--- src/rtl/lin_map_pkg.sv ---
// Shared definitions for the linear-map pipeline: mode encoding and the two
// tower-field basis-change maps used around the S-box core.
package lin_map_pkg;

    localparam int         MODE_W       = 2;
    localparam logic [1:0] MODE_OUT_MAP = 2'd0;
    localparam logic [1:0] MODE_IN_MAP  = 2'd1;

    // Each constant is the image of one input bit; the map is the XOR of the selected images.
    function automatic logic [7:0] in_map(input logic [7:0] x);
        in_map = ({8{x[0]}} & 8'hFF) ^ ({8{x[1]}} & 8'hA9) ^ ({8{x[2]}} & 8'h81)
               ^ ({8{x[3]}} & 8'h09) ^ ({8{x[4]}} & 8'h48) ^ ({8{x[5]}} & 8'hF2)
               ^ ({8{x[6]}} & 8'hF3) ^ ({8{x[7]}} & 8'h98);
    endfunction

    function automatic logic [7:0] out_map(input logic [7:0] x);
        out_map = ({8{x[0]}} & 8'h24) ^ ({8{x[1]}} & 8'h03) ^ ({8{x[2]}} & 8'h04)
                ^ ({8{x[3]}} & 8'hDC) ^ ({8{x[4]}} & 8'h0B) ^ ({8{x[5]}} & 8'h9E)
                ^ ({8{x[6]}} & 8'h2D) ^ ({8{x[7]}} & 8'h58);
    endfunction

    function automatic logic [7:0] map_byte(input logic [MODE_W-1:0] mode, input logic [7:0] x);
        case (mode)
            MODE_OUT_MAP: map_byte = out_map(x);
            MODE_IN_MAP:  map_byte = in_map(x);
            default:      map_byte = x;
        endcase
    endfunction

endpackage

--- src/rtl/lin_map_stage.sv ---
// One pipeline slot: valid bit plus mode/data register, loading when empty
// or when the downstream side takes the current beat in the same cycle.
module lin_map_stage
    import lin_map_pkg::*;
#(
    parameter int W = 16
) (
    input  logic              clk,
    input  logic              rst_n,
    input  logic              in_valid,
    input  logic [MODE_W-1:0] in_mode,
    input  logic [W-1:0]      in_data,
    output logic              out_valid,
    input  logic              out_ready,
    output logic [MODE_W-1:0] out_mode,
    output logic [W-1:0]      out_data
);

    logic load;

    assign load = !out_valid || out_ready;

    // Payload only changes when a beat actually arrives, so an idle slot keeps its contents.
    always_ff @(posedge clk or negedge rst_n) begin
        if (!rst_n) begin
            out_valid <= 1'b0;
            out_mode  <= '0;
            out_data  <= '0;
        end else if (load) begin
            out_valid <= in_valid;
            if (in_valid) begin
                out_mode <= in_mode;
                out_data <= in_data;
            end
        end
    end

endmodule

--- src/rtl/lin_map_pipe.sv ---
// Share-wise basis-change map followed by a skid-free valid/ready pipeline.
// Optional share refresh after the map is enabled with LIN_MAP_REFRESH_EN.
module lin_map_pipe
    import lin_map_pkg::*;
#(
    parameter int NUM_SHARES  = 2,
    parameter int PIPE_STAGES = 1
) (
    input  logic                    ClkxCI,
    input  logic                    RstxBI,
    input  logic                    InValidxSI,
    output logic                    InReadyxSO,
    input  logic [MODE_W-1:0]       ModexSI,
    input  logic [8*NUM_SHARES-1:0] DataInxDI,
`ifdef LIN_MAP_REFRESH_EN
    // A single-share build keeps an unused 8-bit mask port so the width stays legal.
    input  logic [8*((NUM_SHARES > 1) ? (NUM_SHARES - 1) : 1)-1:0] RandxDI,
`endif
    output logic                    OutValidxSO,
    input  logic                    OutReadyxSI,
    output logic [MODE_W-1:0]       ModexSO,
    output logic [8*NUM_SHARES-1:0] DataOutxDO
);

    localparam int W = 8 * NUM_SHARES;

    // Handshake: a beat moves across a boundary on a rising edge where valid and ready are both high.
    logic [PIPE_STAGES:0] valid_chain;
    logic [PIPE_STAGES:0] ready_chain;
    logic [MODE_W-1:0]    mode_chain [PIPE_STAGES+1];
    logic [W-1:0]         data_chain [PIPE_STAGES+1];
    logic [W-1:0]         mapped;

    always_comb begin
        mapped = '0;
        for (int i = 0; i < NUM_SHARES; i++) begin
            mapped[8*i +: 8] = map_byte(ModexSI, DataInxDI[8*i +: 8]);
        end
    end

`ifdef LIN_MAP_REFRESH_EN
    logic [W-1:0] refreshed;
    logic [7:0]   mask_sum;

    // Share 0 absorbs every mask, so the XOR of all shares is unchanged.
    always_comb begin
        refreshed = mapped;
        mask_sum  = '0;
        for (int i = 1; i < NUM_SHARES; i++) begin
            refreshed[8*i +: 8] = mapped[8*i +: 8] ^ RandxDI[8*(i-1) +: 8];
            mask_sum            = mask_sum ^ RandxDI[8*(i-1) +: 8];
        end
        refreshed[7:0] = mapped[7:0] ^ mask_sum;
    end

    assign data_chain[0] = refreshed;
`else
    assign data_chain[0] = mapped;
`endif

    assign valid_chain[0] = InValidxSI;
    assign mode_chain[0]  = ModexSI;

    // Slot s accepts when the output is ready or any slot from s onward is empty;
    // written flat from the registered valids so no combinational loop forms.
    always_comb begin
        ready_chain = '0;
        for (int s = 0; s <= PIPE_STAGES; s++) begin
            ready_chain[s] = OutReadyxSI;
            for (int t = s; t < PIPE_STAGES; t++) begin
                if (!valid_chain[t+1]) ready_chain[s] = 1'b1;
            end
        end
    end

    for (genvar s = 0; s < PIPE_STAGES; s++) begin : g_stage
        lin_map_stage #(.W(W)) u_stage (
            .clk       (ClkxCI),
            .rst_n     (RstxBI),
            .in_valid  (valid_chain[s]),
            .in_mode   (mode_chain[s]),
            .in_data   (data_chain[s]),
            .out_valid (valid_chain[s+1]),
            .out_ready (ready_chain[s+1]),
            .out_mode  (mode_chain[s+1]),
            .out_data  (data_chain[s+1])
        );
    end

    assign InReadyxSO  = ready_chain[0];
    assign OutValidxSO = valid_chain[PIPE_STAGES];
    assign ModexSO     = mode_chain[PIPE_STAGES];
    assign DataOutxDO  = data_chain[PIPE_STAGES];

endmodule

--- config.mk ---
export PLATFORM = sky130hd
export DESIGN_NAME = lin_map_pipe
export DESIGN_NICKNAME = d
export VERILOG_FILES = /design/src/rtl/lin_map_pkg.sv /design/src/rtl/lin_map_stage.sv /design/src/rtl/lin_map_pipe.sv
export SDC_FILE = /design/constraint.sdc
export NUM_CORES = 1
export LEC_CHECK = 0
export CORE_MARGIN = 3
export CORE_UTILIZATION = 50
export CTS_CLUSTER_SIZE = 30
export DETAILED_ROUTE_END_ITERATION = 12
export GPL_ROUTABILITY_DRIVEN = 0
export PLACE_DENSITY = 0.8
export SYNTH_ARGS = -nofsm -noshare
export SYNTH_HDL_FRONTEND = slang
export SYNTH_SLANG_ARGS = --single-unit
export TNS_END_PERCENT = 50
--- constraint.sdc ---
create_clock -name ClkxCI -period 2.6 [get_ports ClkxCI]
set_input_delay 0.52 -clock ClkxCI [delete_from_list [all_inputs] [get_ports ClkxCI]]
set_output_delay 0.52 -clock ClkxCI [all_outputs]
set_load 0.02 [all_outputs]
==> out/results.ini <==
[run_status]
outcome=finished clean

[clock_tree]
clkTransAtPathRegs_ns=0.06
numCtsBuffers=3
max-clock-path-buffers=2
cts_tree=done
cts_htree_levels=1
post-cts-setup-buffers=0
clock-sinks=19
ctsHoldBuffers=0
ctsResizeCount=0
root_buffer=clkbuf_8
insertion_delay_ns=0.25

[timing]
fmax_mhz=444
hold_viol=0
relSlewSlack_pct=75.0
fin_crit_ns=2.25
slew_violations=0
post-route-period-util_pct=86.6
setup-violations-final=0
skew_ns=0.00287
rsz0062_at_grt=no
finalSetupTns_ns=0
hold_slack_ns=0.479
worst_pin_slew_ns=0.366

[global_route]
grt_overflow_total=0
grt_pass1_vias=1277
grt_start_max_net_pins=29
grt_pass1_wl_microns=5560
antenna_found_initial=0
grt_usage_pct=16.1

[floorplan]
start_util_pct=53.5
dieWidth_microns=66.7
pin_count=42
core_sq_mm=0.00344
dieArea_sq_mm=0.00445
die_h_microns=66.7
rows=21

[logic_synthesis]
synth_warnings=0
syn-cell-area_sq_mm=0.00184
syn-mean-instance-area_sq_um=8.77
synth_cells=210
yosysUniqueCellTypes=47
ys_seq_area_share_pct=25.8
synth_nets=232
synth_flop_cell=dfrtp_1
synth_edf_count=0
yosys_register_bits=19
async_reset_ff_share_pct=100

[pwr]
comb_power_share_pct=46.8
peakVddDrop_mv=0.206
power.share.clock_pct=18.4
design_power_total_mw=1.06
p_sw_mw=0.360
swShare_pct=33.9
leakage_nw=0.920
p_int_mw=0.703
p_per_area_mw_per_mm2=486
p_seq_share_pct=34.8

[worst_setup_path]
worstPathArrival_ns=1.73
cp_slowest_cell=clkdlybuf4s50_1
crit_required_ns=2.08
worstPathCellList=clkdlybuf4s50_1 -> nand2b_1 -> clkdlybuf4s50_1
cpPeakStageDelay_ns=0.62
cp_max_fo=4
path_class=primary input to primary output
critPathCaptureType=primary output
critPathBufInv=2
crit_top_cell=clkdlybuf4s50_1
startpoint_type=primary input
crit_family=buffers and inverters

[layout]
fin_cells=276
drive_above_1_share_pct=13.0
final_common_cell=clkdlybuf4s50_1
layout_common_cells=clkdlybuf4s50_1, nand2_1, xnor2_1, dfrtp_1
synthToLayoutAreaGrowth_pct=18.7
nFillCells=281
antenna_cells=0
utilization_pct=63.5
fin_nets=253

[route]
drc=0
vias=1392
routed_wl_microns=3300
dr.pass1.iters=4
ant_nets=0
drt_iter0_drc=89
vias_per_cell=5.04
wl_per_cell_microns=12.0

[placement]
io_buffers=41
place_inst=272
dp_hpwl_microns=2730

[hold_path]
min_path_type=register to register

[job]
max_cap_violations=0

-- power by group through the flow --
| stage | Sequential [mW] | Clock [mW] | Combinational (mW) |
|---|---|---|---|
| 6_report | 0.370 | 0.195 | 0.497 |
| 5_1_grt | 0.376 | 0.218 | 0.542 |
| 4_1_cts | 0.371 | 0.201 | 0.501 |
| 3_5_place_dp | 0.377 | 0 | 0.501 |
| 3_3_place_gp | 0.374 | 0 | 0.493 |
| 2_1_floorplan | 0.376 | 0 | 0.383 |
-- worst reg2reg max path, cell delays in order (launching register included) --
cell       delay (ns)
dfrtp_1          0.38
nand2b_1         0.12
nand2_1          0.08
a2111oi_0        0.39
o21ai_1          0.09
-- flip-flops by register name (all words and copies together) (netlist names) --
register	count
g_stage.u_stage.out_data	16
g_stage.u_stage.out_mode	2
g_stage.u_stage.out_valid	1
-- final cells by class --
cell class              instances  area (sq um)  area share (%)
flip-flops and latches         19           475            21.8
inverters                       4          15.0           0.687
repair buffers                 55           515            23.6
multi-input cells             148          1080            49.3
clock buffers                   4          45.0            2.06
well taps                      46          57.6            2.63
-- metal layers --
layer,vias to the layer above,wire (microns),GRT usage [%]
li1,725,-,-
met1,632,1630,23.0
met2,31,1470,24.9
met3,4,144,1.18
met4,0,53,6.85
met5,-,0,0
-- final timing paths --
path	start	end	slack, ns	cells after the start
setup / recovery	OutReadyxSI	InReadyxSO	0.35	3
min in group asynchronous	RstxBI	g_stage[0].u_stage.out_data[11]	0.59	2
hold reg to reg	g_stage[0].u_stage.out_data[10]	g_stage[0].u_stage.out_data[10]	0.48	2
hold / removal	g_stage[0].u_stage.out_data[10]	g_stage[0].u_stage.out_data[10]	0.48	2
setup reg to reg	g_stage[0].u_stage.out_valid	g_stage[0].u_stage.out_data[3]	1.41	4
max in group asynchronous	RstxBI	g_stage[0].u_stage.out_data[4]	1.82	2
-- kinds of logic after synthesis --
kind of cell    synth area share, %
simple gates                   13.7
compound gates                 15.7
xor+xnor                       24.1
buf+inv                        15.7
mux                            4.96
flops                          25.8
-- cell usage after synthesis, drive strengths merged (2+ instances only) --
library cell | number | share of area [%]
buf | 31 | 12
nand2 | 24 | 4.9
xnor2 | 22 | 12
dfrtp | 19 | 26
o21ai | 17 | 4.8
xor2 | 16 | 9.9
nor2 | 13 | 2.6
a21oi | 8 | 2.2
clkbuf | 8 | 2.4
mux2i | 8 | 4.3
a31oi | 4 | 1.4
inv | 4 | 0.81
nand2b | 3 | 1.0
o22ai | 3 | 1.0
a211oi | 2 | 0.81
a222oi | 2 | 1.1
and2 | 2 | 0.68
and2b | 2 | 0.95
and3b | 2 | 0.95
nor3 | 2 | 0.54
or3 | 2 | 0.68
-- per-stage QoR --
step / cell area [sq um] / setup slack [ns]
finish: 2190 / 0.348
global placement: 2140 / 0.329
global route: 2190 / 0.314
detailed placement: 2140 / 0.302
floorplan: 1840 / 0.836
CTS: 2190 / 0.341
Power figures use the tool's default switching activity.
